**config.mk**
```make
export PLATFORM = sky130hd
export DESIGN_NAME = ex_muldiv_seq
export DESIGN_NICKNAME = d
export VERILOG_FILES = /design/src/rtl/riscv_pkg.sv /design/src/rtl/ex_muldiv_seq_muldiv_step.sv /design/src/rtl/ex_muldiv_seq.sv
export SDC_FILE = /design/constraint.sdc
export NUM_CORES = 1
export LEC_CHECK = 0
export CAP_MARGIN = 20
export CORE_MARGIN = 2
export CORE_UTILIZATION = 47
export CTS_CLUSTER_SIZE = 40
export DETAILED_ROUTE_END_ITERATION = 7
export PLACE_DENSITY = 0.7
export SYNTH_ARGS = -nofsm -noshare
export SYNTH_HDL_FRONTEND = slang
export SYNTH_SLANG_ARGS = --single-unit
```
**constraint.sdc**
```tcl
create_clock -name clk -period 6.8 [get_ports clk]
set_input_delay 1.7 -clock clk [delete_from_list [all_inputs] [get_ports clk]]
set_output_delay 1.7 -clock clk [all_outputs]
set_load 0.02 [all_outputs]
```
**src/rtl/riscv_pkg.sv**
```systemverilog
// riscv_pkg: shared RV32M constants and M-op sequencer state encoding.
// Contents: M-extension funct7, funct3 op codes, sequencer FSM states.
package riscv_pkg;
    localparam logic [6:0] F7_MEXT   = 7'b0000001;
    localparam logic [2:0] F3_MUL    = 3'b000;
    localparam logic [2:0] F3_MULH   = 3'b001;
    localparam logic [2:0] F3_MULHSU = 3'b010;
    localparam logic [2:0] F3_MULHU  = 3'b011;
    localparam logic [2:0] F3_DIV    = 3'b100;
    localparam logic [2:0] F3_DIVU   = 3'b101;
    localparam logic [2:0] F3_REM    = 3'b110;
    localparam logic [2:0] F3_REMU   = 3'b111;
    typedef enum logic [1:0] {S_IDLE = 2'd0, S_BUSY = 2'd1, S_DONE = 2'd2} state_t;
endpackage

```
**src/rtl/ex_muldiv_seq_muldiv_step.sv**
```systemverilog
// muldiv_step: one combinational iteration of shift-add multiply or restoring divide.
// Ports: i_div selects divide; i_acc is {product hi, multiplier} or {unused, dividend/quotient};
//        i_rem is the partial remainder; i_b is multiplicand/divisor; o_acc/o_rem are next values.
module muldiv_step #(
    parameter int XLEN = 32
) (
    input  logic              i_div,
    input  logic [2*XLEN-1:0] i_acc,
    input  logic [XLEN:0]     i_rem,
    input  logic [XLEN-1:0]   i_b,
    output logic [2*XLEN-1:0] o_acc,
    output logic [XLEN:0]     o_rem
);
    logic [XLEN:0] w_sum, w_shift, w_diff;
    always_comb begin
        w_sum   = {1'b0, i_acc[2*XLEN-1:XLEN]} + (i_acc[0] ? {1'b0, i_b} : '0);
        // remainder < divisor, so the shifted value always fits in XLEN+1 bits
        w_shift = {i_rem[XLEN-1:0], i_acc[XLEN-1]};
        w_diff  = w_shift - {1'b0, i_b};
        o_acc   = i_div ? {i_acc[2*XLEN-1:XLEN], i_acc[XLEN-2:0], ~w_diff[XLEN]}
                        : {w_sum, i_acc[XLEN-1:1]};
        o_rem   = i_div ? (w_diff[XLEN] ? w_shift : w_diff) : i_rem;
    end
endmodule

```
**src/rtl/ex_muldiv_seq.sv**
```systemverilog
// ex_muldiv_seq: iterative RV32M multiply/divide sequencer beside the EX-stage ALU.
// Ports: clk, rst (sync active-high); start/funct3/op_a/op_b from ID/EX; flush kills the op;
//        stall freezes the front end; done/result present the result for one cycle.
// Option: define MULDIV_FAST_MUL_EN for a single-cycle combinational multiplier.
module ex_muldiv_seq
    import riscv_pkg::*;
#(
    parameter int XLEN  = 32,
    parameter int CNT_W = 6
) (
    input  logic            clk,
    input  logic            rst,
    input  logic            start,
    input  logic [2:0]      funct3,
    input  logic [XLEN-1:0] op_a,
    input  logic [XLEN-1:0] op_b,
    input  logic            flush,
    output logic            stall,
    output logic            done,
    output logic [XLEN-1:0] result
);
    state_t            r_state, w_next;
    logic [CNT_W-1:0]  r_cnt;
    logic [2:0]        r_f3;
    logic              r_sa, r_sb, r_spec;
    logic [XLEN-1:0]   r_b, r_spec_val;
    logic [2*XLEN-1:0] r_acc, w_acc_nx, w_prod, w_pfix;
    logic [XLEN:0]     r_rem, w_rem_nx;
    logic              w_accept, w_sa, w_sb, w_divz, w_ovf, w_spec, w_fast;
    logic [XLEN-1:0]   w_abs_a, w_abs_b, w_spec_val, w_qfix, w_rfix, w_res;

    assign w_accept   = r_state == S_IDLE && start && !flush;
    assign w_sa       = op_a[XLEN-1] && (funct3 == F3_MULH || funct3 == F3_MULHSU ||
                                         funct3 == F3_DIV  || funct3 == F3_REM);
    assign w_sb       = op_b[XLEN-1] && (funct3 == F3_MULH || funct3 == F3_DIV || funct3 == F3_REM);
    assign w_abs_a    = w_sa ? -op_a : op_a;
    assign w_abs_b    = w_sb ? -op_b : op_b;
    assign w_divz     = funct3[2] && op_b == '0;
    assign w_ovf      = funct3[2] && !funct3[0] && op_a == {1'b1, {(XLEN-1){1'b0}}} && op_b == '1;
    assign w_spec     = w_divz || w_ovf;
    assign w_spec_val = w_divz ? (funct3[1] ? op_a : '1) : (funct3[1] ? '0 : {1'b1, {(XLEN-1){1'b0}}});
`ifdef MULDIV_FAST_MUL_EN
    assign w_fast     = !funct3[2];
    assign w_prod     = {{XLEN{1'b0}}, r_acc[XLEN-1:0]} * {{XLEN{1'b0}}, r_b};
`else
    assign w_fast     = 1'b0;
    assign w_prod     = r_acc;
`endif

    muldiv_step #(.XLEN(XLEN)) u_step (
        .i_div(r_f3[2]),
        .i_acc(r_acc),
        .i_rem(r_rem),
        .i_b  (r_b),
        .o_acc(w_acc_nx),
        .o_rem(w_rem_nx)
    );

    always_ff @(posedge clk) begin
        if (rst) r_state <= S_IDLE;
        else     r_state <= w_next;
    end

    always_comb begin
        w_next = flush                ? S_IDLE :
                 r_state == S_IDLE    ? (start ? ((w_spec || w_fast) ? S_DONE : S_BUSY) : S_IDLE) :
                 r_state == S_BUSY    ? (r_cnt == CNT_W'(XLEN-1) ? S_DONE : S_BUSY) :
                                        S_IDLE;
    end

    always_ff @(posedge clk) begin
        if (rst) begin
            r_cnt      <= '0;
            r_f3       <= '0;
            r_sa       <= 1'b0;
            r_sb       <= 1'b0;
            r_spec     <= 1'b0;
            r_spec_val <= '0;
            r_b        <= '0;
            r_acc      <= '0;
            r_rem      <= '0;
        end else if (w_accept) begin
            r_cnt      <= '0;
            r_f3       <= funct3;
            r_sa       <= w_sa;
            r_sb       <= w_sb;
            r_spec     <= w_spec;
            r_spec_val <= w_spec_val;
            r_b        <= w_abs_b;
            r_acc      <= {{XLEN{1'b0}}, w_abs_a};
            r_rem      <= '0;
        end else if (r_state == S_BUSY) begin
            r_cnt      <= r_cnt + 1'b1;
            r_acc      <= w_acc_nx;
            r_rem      <= w_rem_nx;
        end
    end

    // the product is negated at full width so MULH variants see the correct high half
    assign w_pfix = (r_sa ^ r_sb) ? -w_prod : w_prod;
    assign w_qfix = (r_sa ^ r_sb) ? -r_acc[XLEN-1:0] : r_acc[XLEN-1:0];
    assign w_rfix = r_sa ? -r_rem[XLEN-1:0] : r_rem[XLEN-1:0];
    assign w_res  = r_spec ? r_spec_val :
                    r_f3[2] ? (r_f3[1] ? w_rfix : w_qfix) :
                    r_f3 == F3_MUL ? w_pfix[XLEN-1:0] : w_pfix[2*XLEN-1:XLEN];

    assign stall  = !rst && (w_accept || r_state == S_BUSY);
    assign done   = !rst && r_state == S_DONE;
    assign result = done ? w_res : '0;
endmodule
```
==> flow_summary.yaml <==
final_layout:
  layout.nets: 2221
  n_fill_cell: 3096
  syn_to_final_growth_pct: 13.03
  layout.cells.most_common: "nand2_1"
  finalInstanceArea_mm2: 0.01677
  num_antenna_cells: 0
  drive_above_1_share_pct: 4.211
  final_cell_mix: "nand2_1 (212), nor2_1 (211), a21oi_1 (204)"
clock_tree:
  hold_buffers: 0
  cts_tree: "yes"
  path_clk_slew_ns: 0.07
  postCtsSetupBuffers: 0
  htreeDepth: 4
  cts_made_buffers: 17
  cts-root-buf: "clkbuf_16"
  clk_path_buf_depth: 2
  cts_resized: 0
  clkLatencyLatePin_ns: 0.46
  clock-sinks: 174
critical_path:
  cp_max_fo: 9
  ff2ff_path_depth: 13
  start_kind: "register"
  required_ns: 5.10
  criticalPathCategory: "register to output pin"
  critical_path_arrival_ns: 4.59
  reg2reg_to: "r_rem[10]"
  cp-endpoint: "result[28]"
  critPathLaunch: "r_acc[27]"
  end_kind: "output pin"
  reg2reg_slack_ns: 2.03
  reg2reg_from: "r_acc[31]"
outcome:
  run_status: "finished clean"
global_route:
  globalRouteOverflowTotal: 0
  grt_pass1_wl_um: 82990
  grt_pass1_vias: 14430
  grt_usage_pct: 32.36
  grt_max_degree: 77
  antenna_found_initial: 1
sta:
  final.setup.tns_ns: 0
  skew_ns: 0.01562
  min_period_ns: 6.287
  rsz0062_at_grt: "no"
  hold_violations: 0
  maxSlewViolCount: 0
  max_slew_margin_pct: 25.26
  worst_slack_ns: 0.5130
  min_period_over_period_pct: 92.46
  fmax_ghz: 0.1591
  fin_hold_ws_ns: 0.4504
  tightest_slew_ns: 1.120
  setup_viol: 0
synthesis:
  syn_inst: 2063
  synth-edff-count: 0
  yosys_register_bits: 174
  avgSynthCellArea_um2: 7.191
  synthesis.area_mm2: 0.01483
  synth_adder_area_share_pct: 6.174
  async_flop_share_pct: 0
  ys.flop_type: "dfxtp_1"
  synth_seq_area_share_pct: 23.48
  yosys.cell_types.count: 74
  muxShareOfSynthArea_pct: 3.180
  synth_xor_area_share_pct: 11.10
  yosysWarnings: 0
  syn_nets: 2206
  yosys.area_share.simple_pct: 22.78
  synth_top_family_by_area: "compound AO/OA/AOI/OAI gates"
  synth-compound-area-share_pct: 28.18
drt:
  wl_per_cell_um: 21.64
  drc: 0
  routed_via_density: 6.306
  drtIter0Drc: 1817
  dr.pass1.iters: 6
  drt_wl_total_um: 53930
  num_vias: 15710
  antenna_left: 0
floorplan:
  dieHeight_um: 181.7
  dieWidth_um: 181.7
  start_util_pct: 47.38
  core_area_mm2: 0.03131
  dieArea_mm2: 0.03300
  io_pins: 105
  placementRows: 65
hold_path:
  min_path_cells: 2
  hold_path.class: "register to register"
pwr:
  power_frac_seq_pct: 38.3
  combinationalPowerShare_pct: 23.9
  power_switching_w: 0.0009662
  p_leak_nw: 6.137
  ir_worst_vdd_v: 0.0001895
  power_per_cell_area_mw_per_mm2: 170.9
  intPower_w: 0.001899
  swShare_pct: 33.72
  p_clk_share_pct: 37.8
placement:
  dp_slack_ns: 0.9422
  dp_hpwl_um: 41340
  dpl_cell_area_mm2: 0.01611
  io_buffers: 104
  gp_congestion: 1.026
flow_run:
  drv_cap: 0
## cell families (layout without fill, tap and decap cells)
kind of cell / count (synthesis) / in the layout
simple gates: 713 / 713
compound gates: 668 / 668
buf+inv: 201 / 228
xor+xnor: 188 / 188
flops: 174 / 174
fa+ha+maj: 72 / 72
mux: 47 / 47
## worst min-delay path by stage
stage / start / end
after floorplan: r_spec_val[11] / r_spec_val[11]
after global placement: r_spec_val[1] / r_spec_val[1]
after detailed placement: r_spec_val[11] / r_spec_val[11]
after CTS: r_spec_val[11] / r_spec_val[11]
after global routing: r_spec_val[8] / r_spec_val[8]
final: r_spec_val[11] / r_spec_val[11]
## through the flow
step	cells	power, W	util [%]
floorplan	2063	0.001554	-
global placement	2460	0.001777	51.45
detailed placement	2460	0.001783	51.45
CTS	2491	0.002857	53.46
global route	2492	0.002982	53.55
finish	2492	0.002865	53.55
## per-layer routing
| layer | routed length, µm | GRT usage (%) | share of wire [%] |
|---|---|---|---|
| met5 | 0 | 0 | 0 |
| met4 | 1945 | 12.23 | 3.6 |
| met3 | 5034 | 6.278 | 9.3 |
| met2 | 23340 | 49.75 | 43 |
| met1 | 23610 | 44.81 | 44 |
## cell usage after synthesis, types with 37 or more instances
library cell  number  share of area (%)
xnor2_1           93                5.5
clkbuf_1         120                3.0
o21ai_0          152                5.1
ha_1              70                5.9
a211oi_1          90                4.6
dfxtp_1          174                 23
a21oi_1          204                6.9
inv_1             66                1.7
nand2_1          212                5.4
nand3_1           48                1.6
mux2i_1           46                3.1
nor3_1            40                1.3
xor2_1            95                5.6
nor2b_1           37                1.6
nor2_1           214                5.4
## sequential cells by signal, indices dropped and copies added (netlist names)
register	flops
r_spec	1
r_spec_val	32
r_state	2
r_rem	32
r_b	32
r_cnt	6
r_sb	1
r_sa	1
r_acc	64
r_f3	3
## area by class of cell
cell class	instances	area [µm²]	share of cell area [%]
multi-input combinational	1688	10650	63.50
sequential	174	3485	20.78
timing repair buffer	130	1251	7.462
tap	402	503.0	3.000
clock buffer	17	425.4	2.537
inverter	67	251.5	1.500
clock inverter	14	203.9	1.216
## critical path, stage by stage (launching register included)
cell	delay, ns
dfxtp_1	0.39
or4_1	0.62
or4_1	0.52
nor3_2	0.29
nand3b_1	0.31
nor3_1	0.25
nor2_1	0.08
xnor2_1	0.19
and2_1	0.18
nor4_1	0.56
clkdlybuf4s50_1	0.73
## power by group through the flow
stage               Combinational, W  Clock [W]  Sequential [W]
floorplan                   0.000459          0         0.00110
global placement            0.000661          0         0.00112
detailed placement          0.000664          0         0.00112
CTS                         0.000667    0.00109         0.00110
global route                0.000742    0.00114         0.00110
finish                      0.000685    0.00108         0.00110
(Power assumes the default switching activity.)
